**src/rtl/updown_sweep_ctrl.sv**
```systemverilog
// Sweep sequencer for a 4-bit up/down counter: ramps cnt between lo and hi at a prescaled rate.
// Latency: m/e/ld/din combinational from state, tick and cnt; done/err registered, one cycle after the deciding edge.
// Flow: start is a level sampled in IDLE only, stop aborts at the next edge; UPDOWN_SWEEP_HOLD_EN adds an endpoint hold tick.
module updown_sweep_ctrl #(
    parameter int DIV_W = 8
) (
    input  logic             clk,
    input  logic             clr,
    input  logic             start,
    input  logic             stop,
    input  logic [3:0]       lo,
    input  logic [3:0]       hi,
    input  logic [DIV_W-1:0] div,
    input  logic [3:0]       cycles,
    input  logic [3:0]       cnt,
    output logic             m,
    output logic             e,
    output logic             ld,
    output logic [3:0]       din,
    output logic             busy,
    output logic             done,
    output logic             err
);

`ifdef UPDOWN_SWEEP_HOLD_EN
    typedef enum logic [2:0] {
        S_IDLE    = 3'd0,
        S_LOAD    = 3'd1,
        S_UP      = 3'd2,
        S_DOWN    = 3'd3,
        S_HOLD_HI = 3'd4,
        S_HOLD_LO = 3'd5
    } state_t;
`else
    typedef enum logic [1:0] {
        S_IDLE = 2'd0,
        S_LOAD = 2'd1,
        S_UP   = 2'd2,
        S_DOWN = 2'd3
    } state_t;
`endif

    state_t           state_q;
    state_t           state_d;

    logic [3:0]       lo_q;
    logic [3:0]       hi_q;
    logic [DIV_W-1:0] div_q;
    logic [3:0]       cyc_q;
    logic [DIV_W-1:0] presc_q;
    logic [3:0]       sweep_q;
    logic [3:0]       sweep_nxt;
    logic             done_q;
    logic             err_q;

    logic             counting;
    logic             tick;
    logic             capture;
    logic             sweep_inc;
    logic             done_d;
    logic             err_d;

    // The prescaler only runs while the count is sweeping or holding.
`ifdef UPDOWN_SWEEP_HOLD_EN
    assign counting = (state_q == S_UP) || (state_q == S_DOWN) ||
                      (state_q == S_HOLD_HI) || (state_q == S_HOLD_LO);
`else
    assign counting = (state_q == S_UP) || (state_q == S_DOWN);
`endif

    assign tick      = counting && (presc_q == div_q);
    assign sweep_nxt = sweep_q + 4'd1;

    assign busy = (state_q != S_IDLE);
    assign done = done_q;
    assign err  = err_q;

    always_comb begin
        state_d   = state_q;
        m         = 1'b1;
        e         = 1'b0;
        ld        = 1'b0;
        din       = lo_q;
        capture   = 1'b0;
        sweep_inc = 1'b0;
        done_d    = 1'b0;
        err_d     = 1'b0;

        case (state_q)
            S_IDLE: begin
                // stop beats start: nothing is captured and nothing is flagged
                if (start && !stop) begin
                    if (lo < hi) begin
                        capture = 1'b1;
                        state_d = S_LOAD;
                    end else begin
                        err_d = 1'b1;
                    end
                end
            end

            S_LOAD: begin
                if (stop) begin
                    state_d = S_IDLE;
                end else begin
                    ld      = 1'b1;
                    state_d = S_UP;
                end
            end

            S_UP: begin
                m = 1'b1;
                if (stop) begin
                    state_d = S_IDLE;
                end else begin
                    e = tick && (cnt != hi_q);
                    if (tick && (cnt == hi_q)) begin
`ifdef UPDOWN_SWEEP_HOLD_EN
                        state_d = S_HOLD_HI;
`else
                        state_d = S_DOWN;
`endif
                    end
                end
            end

            S_DOWN: begin
                m = 1'b0;
                if (stop) begin
                    state_d = S_IDLE;
                end else begin
                    e = tick && (cnt != lo_q);
                    if (tick && (cnt == lo_q)) begin
                        sweep_inc = 1'b1;
                        // cyc_q == 0 is continuous mode: the sweep count wraps and never matches
                        if ((cyc_q != 4'd0) && (sweep_nxt == cyc_q)) begin
                            done_d  = 1'b1;
                            state_d = S_IDLE;
                        end else begin
`ifdef UPDOWN_SWEEP_HOLD_EN
                            state_d = S_HOLD_LO;
`else
                            state_d = S_UP;
`endif
                        end
                    end
                end
            end

`ifdef UPDOWN_SWEEP_HOLD_EN
            S_HOLD_HI: begin
                m = 1'b1;
                if (stop) begin
                    state_d = S_IDLE;
                end else if (tick) begin
                    state_d = S_DOWN;
                end
            end

            S_HOLD_LO: begin
                m = 1'b0;
                if (stop) begin
                    state_d = S_IDLE;
                end else if (tick) begin
                    state_d = S_UP;
                end
            end
`endif

            default: begin
                state_d = S_IDLE;
            end
        endcase
    end

    always_ff @(posedge clk) begin
        if (clr) begin
            state_q <= S_IDLE;
        end else begin
            state_q <= state_d;
        end
    end

    always_ff @(posedge clk) begin
        if (clr) begin
            lo_q    <= 4'd0;
            hi_q    <= 4'd0;
            div_q   <= '0;
            cyc_q   <= 4'd0;
            sweep_q <= 4'd0;
        end else if (capture) begin
            lo_q    <= lo;
            hi_q    <= hi;
            div_q   <= div;
            cyc_q   <= cycles;
            sweep_q <= 4'd0;
        end else if (sweep_inc) begin
            sweep_q <= sweep_nxt;
        end
    end

    // Held at zero outside the counting states, which also clears it during LOAD.
    always_ff @(posedge clk) begin
        if (clr) begin
            presc_q <= '0;
        end else if (!counting || tick) begin
            presc_q <= '0;
        end else begin
            presc_q <= presc_q + DIV_W'(1);
        end
    end

    always_ff @(posedge clk) begin
        if (clr) begin
            done_q <= 1'b0;
            err_q  <= 1'b0;
        end else begin
            done_q <= done_d;
            err_q  <= err_d;
        end
    end

endmodule
```
**config.mk**
```make
export PLATFORM = sky130hd
export DESIGN_NAME = updown_sweep_ctrl
export DESIGN_NICKNAME = d
export VERILOG_FILES = /design/src/rtl/updown_sweep_ctrl.sv
export SDC_FILE = /design/constraint.sdc
export NUM_CORES = 1
export LEC_CHECK = 0
export CORE_ASPECT_RATIO = 0.9
export CORE_MARGIN = 10
export CORE_UTILIZATION = 30
export DETAILED_ROUTE_END_ITERATION = 8
export GPL_TIMING_DRIVEN = 0
export PLACE_DENSITY = 0.64
export SYNTH_ARGS = -nofsm -noshare
export SYNTH_HDL_FRONTEND = slang
export SYNTH_SLANG_ARGS = --single-unit
```
**constraint.sdc**
```tcl
create_clock -name clk -period 1.6 [get_ports clk]
set_input_delay 0.24 -clock clk [delete_from_list [all_inputs] [get_ports clk]]
set_output_delay 0.24 -clock clk [all_outputs]
set_load 0.05 [all_outputs]
```
# Word level (Yosys, flattened, before mapping)
# Cells that the tools add are included.
[totals] wordCells=71 in_bits=28 reg_bits=36
[classes] add_sub_neg=2 bitwise_logic=4 order_cmp=1 n_eq_ne=13 reduce_logical=19 n_mux=23
[op_table] operator="$mux 2" n=8
[op_table] operator="$mux 1" n=13
[op_table] operator="$eq 4x4->1" n=3
[op_table] operator="$add 8x1->8 const B" n=1
[op_table] operator="$eq 8x8->1" n=1
[op_table] operator="$ne 4x4->1" n=2
[op_table] operator="$pmux 2 s4" n=1
[op_table] operator="$logic_and 1x1->1" n=7
[op_table] operator="$ne 3x2->1 const B" n=2
[op_table] operator="$add 4x1->4 const B" n=1
[op_table] operator="$eq 2x2->1 const B" n=2
[op_table] operator="$lt 4x4->1" n=1
[op_table] operator="$ne 2x2->1 const B" n=2
[op_table] operator="$not 1->1" n=4
[op_table] operator="$reduce_and 4->1" n=1
[op_table] operator="$reduce_bool 4->1" n=1
[op_table] operator="$reduce_or 2->1" n=2
[op_table] operator="$reduce_or 4->1" n=1
[op_table] operator="$reduce_or 3->1" n=1
[op_table] operator="$eq 2x1->1 const B" n=1
[op_table] operator="$logic_not 1->1" n=2
[op_table] operator="$logic_not 2->1" n=1
[op_table] operator="$logic_or 1x1->1" n=2
[op_table] operator="$pmux 1 s2" n=1
[op_table] operator="$reduce_bool 2->1" n=1

# Logic depth before layout (Yosys ltp)
[depth] depth_word=7 depth_mapped=7 mapped_depth_nobuf=6

# Least setup slack after synthesis
# Ideal clock, no wire load.
[synth_timing] kind="register to output" from="register lo_q[2], in the netlist din[2]" to="output e" required_time_ps=1360 path_stages_with_launch=5 path_buffers=0 t_arrival_ps=1643 slack_ps=-283 cell_sequence="dfxtp_1 -> xnor2_1 -> nand4_4 -> a22o_1 -> and3_1"
[synth_between] elab_chain_len=4
[synth_rtl] item="start: declaration" line_no="46" source="logic [3:0] lo_q;"
[synth_rtl] item="start signal: assignment" line_no="192" source="lo_q <= lo;"
[synth_rtl] item="$ne 4x4->1" line_no="132" source="e = tick && (cnt != lo_q);"
[synth_rtl] item="$logic_and 1x1->1" line_no="132"
[synth_rtl] item="$mux 1" line_no="129" source="if (stop) begin"
[synth_rtl] item="$pmux 1 s2" line_no="89" source="case (state_q)"
[synth_rtl] item="end: declaration" line_no="17" source="output logic e,"
# No other way between the ends.

# Worst setup path in the final report
[layout_timing] from="register lo_q[3], in the netlist din[3]" to="output e"
# Same word-level chain as after synthesis.

==> impl_metrics.json <==
{
  "status": "finished, violations left",
  "violations": "negative setup slack",
  "setup_violations": 13,
  "holdCritPathClass": "primary input to register",
  "wl_per_cell_um": 14.7,
  "clk_pin_slew_worst_paths_ns": 0.08,
  "wl_met1_mm": 2.13,
  "synth-main-ff-cell": "dfxtp_1",
  "avgSynthCellArea_sq_um": 9.87,
  "cts.sinks": 36,
  "fin_skew_ns": 0.00673,
  "yosysWarnings": 0,
  "layout_common_cells": "nor2_1 (35), dfxtp_1 (23), mux2i_1 (22), clkdlybuf4s50_1 (16), dlygate4sd2_1 (16)",
  "worstPathRequired_ns": 1.36,
  "top_layer": "met4",
  "grt_antenna_before_repair": 0,
  "nets": 280,
  "hold_viol": 0,
  "routed-wl-met3_um": 245,
  "ioPinCount": 38,
  "grt.total_usage": 0.0973,
  "rows": 27,
  "yosysUniqueCellTypes": 40,
  "root_buffer": "clkbuf_8",
  "path_max_fanout": 3,
  "start_util": 0.307,
  "syn-cell-area_sq_um": 1860,
  "cts-buffers-inserted": 5,
  "max-cap-violations": 0,
  "clk_path_buf_depth": 2,
  "die_w_um": 103,
  "tightest_slew_ns": 0.582,
  "grt_pass1_wl_mm": 7.43,
  "met2_length_mm": 2.25,
  "fillers": 592,
  "whs_ns": 0.243,
  "end_kind": "primary output",
  "layout-drive-gt1-share": 0.306,
  "synthCells": 188,
  "io_buffer_count": 37,
  "vdd_ir_drop_max_mv": 0.437,
  "p_per_area_nw_per_um2": 747,
  "core_sq_um": 6050,
  "grt_pass1_vias": 1548,
  "firstDrtPassIters": 4,
  "fmax_mhz": 561,
  "wl_mm": 4.69,
  "place_ws_ns": -1.00,
  "p_leak_nw": 1.18,
  "final_core_util": 0.447,
  "slowest_stage": "dfxtp_2",
  "final_common_cell": "nor2_1",
  "die_area_sq_um": 9740,
  "yosysSeqAreaShare": 0.388,
  "placement.cell_area_sq_um": 2330,
  "final.setup.tns_ns": -0.275,
  "num_antenna_cells": 0,
  "seq_area_sq_um": 742,
  "fin_area_sq_um": 2710,
  "gr-total-overflow": 0,
  "drt_iter0_drc": 40,
  "holdBufCountCts": 0,
  "drtAntennaViolNets": 0,
  "tritoncts": "done",
  "path_cells": "xnor2_2 -> nand4_4 -> a22o_1 -> and3_4 -> buf_8",
  "clock_latency_ns": 0.30,
  "syn_to_final_growth_pct": 45.8,
  "syn_nets": 221,
  "place_congestion": 0.765,
  "die_h_um": 94.6,
  "cp-start-kind": "register",
  "hpwl_mm": 3.18,
  "synth_edf_count": 0,
  "fin_crit_ns": 1.78,
  "remaining_drc_errors": 0,
  "crit_arrival_ns": 1.54,
  "critPathKind": "register to primary output",
  "maxSlewViolCount": 0,
  "slowest_delay_ns": 0.35,
  "synth_top_area_cell": "dfxtp_1",
  "netlist.area_leader.share": 0.388,
  "grt_max_degree": 13,
  "slew_headroom": 0.612,
  "ys_seq_elements": 36,
  "vias": 1508,
  "viasPerCell": 4.71,
  "cts-htree-levels": 2,
  "rsz0062_at_grt": "true",
  "synthArstFlopShare": 0,
  "synth.area.top_cells": "dfxtp_1 (39%), mux2i_1 (12%), xnor2_1 (10%)",
  "multi_input_area_sq_um": 1230,
  "fin_crit_sh": 1.11,
  "setup_ws_ns": -0.182
}
-- state kept, by name, indices dropped and copies added, names as in the netlist --
register,cells
div_q,8
presc_q,8
cyc_q,4
din,4
hi_q,4
sweep_q,4
state_q,2
done,1
err,1
-- metal layers --
layer  GRT usage  vias up
met5           0        -
met2       0.159       36
met3      0.0321        8
met1       0.115      708
met4      0.0382        0
li1            -      756
-- layout make-up --
type / instances / area share
buffer: 5 / 0.0176
clock buffer: 5 / 0.0254
clock inverter: 3 / 0.00694
inverter: 4 / 0.00555
multi-input combinational: 143 / 0.454
sequential: 36 / 0.274
tap: 72 / 0.0333
timing repair buffer: 52 / 0.183
-- critical path: cells and delay by family (launching register included) --
kind                   cells  cell delay, ns
AO/OA/AOI/OAI              1            0.28
XOR/XNOR                   1            0.18
buffers and inverters      1            0.14
flip-flops                 1            0.35
AND/OR/NAND/NOR            2            0.29
-- worst paths after layout --
kind	start	endpoint	slack (ns)	cells after the start
max	din[3]	e	-0.18	5
min	lo[2]	din[2]	0.24	3
max reg2reg	state_q[1]	cyc_q[0]	-0.02	7
min reg2reg	presc_q[0]	presc_q[0]	0.49	1
-- per-stage QoR --
stage | power [W] | instances
after floorplan | 0.00116 | 188
after global placement | 0.00129 | 297
after detailed placement | 0.00129 | 297
after CTS | 0.00198 | 312
after global routing | 0.00211 | 320
final | 0.00202 | 320
-- power by group --
part	switching [W]	leakage (nW)	internal, W
registers	0.0000272	0.299	0.000920
logic	0.000195	0.835	0.000217
clock network	0.000356	0.0479	0.000304
-- kinds of logic after synthesis --
logic type	after synthesis	synth area share
simple gates	75	0.247
mux	23	0.124
fa+ha+maj	5	0.0337
buf+inv	9	0.0270
compound gates	10	0.0378
xor+xnor	30	0.142
flops	36	0.388
-- synthesized netlist by cell type, drive strengths merged, types with 2 or more instances --
master  number
buf          3
a21oi        2
mux2i       23
xnor2       22
nor4         3
nand2b       3
xor2         8
and3b        2
dfxtp       36
clkbuf       2
nand3        7
inv          4
nor3b        3
or2b         2
nand4        4
nand2        4
and3         3
or2          3
ha           5
o21ai        2
nor2        37
-- what timing repair did --
| item | 4_1_cts | 5_1_grt |
|---|---|---|
| gates resized for setup | 56 | 21 |
| buffers inserted | 6 | 7 |
| cloned | 1 | 1 |
| pin swaps | 12 | 9 |
| setup endpoints to repair | 35 | 26 |
Note: power is estimated with default switching activity, not from simulation.
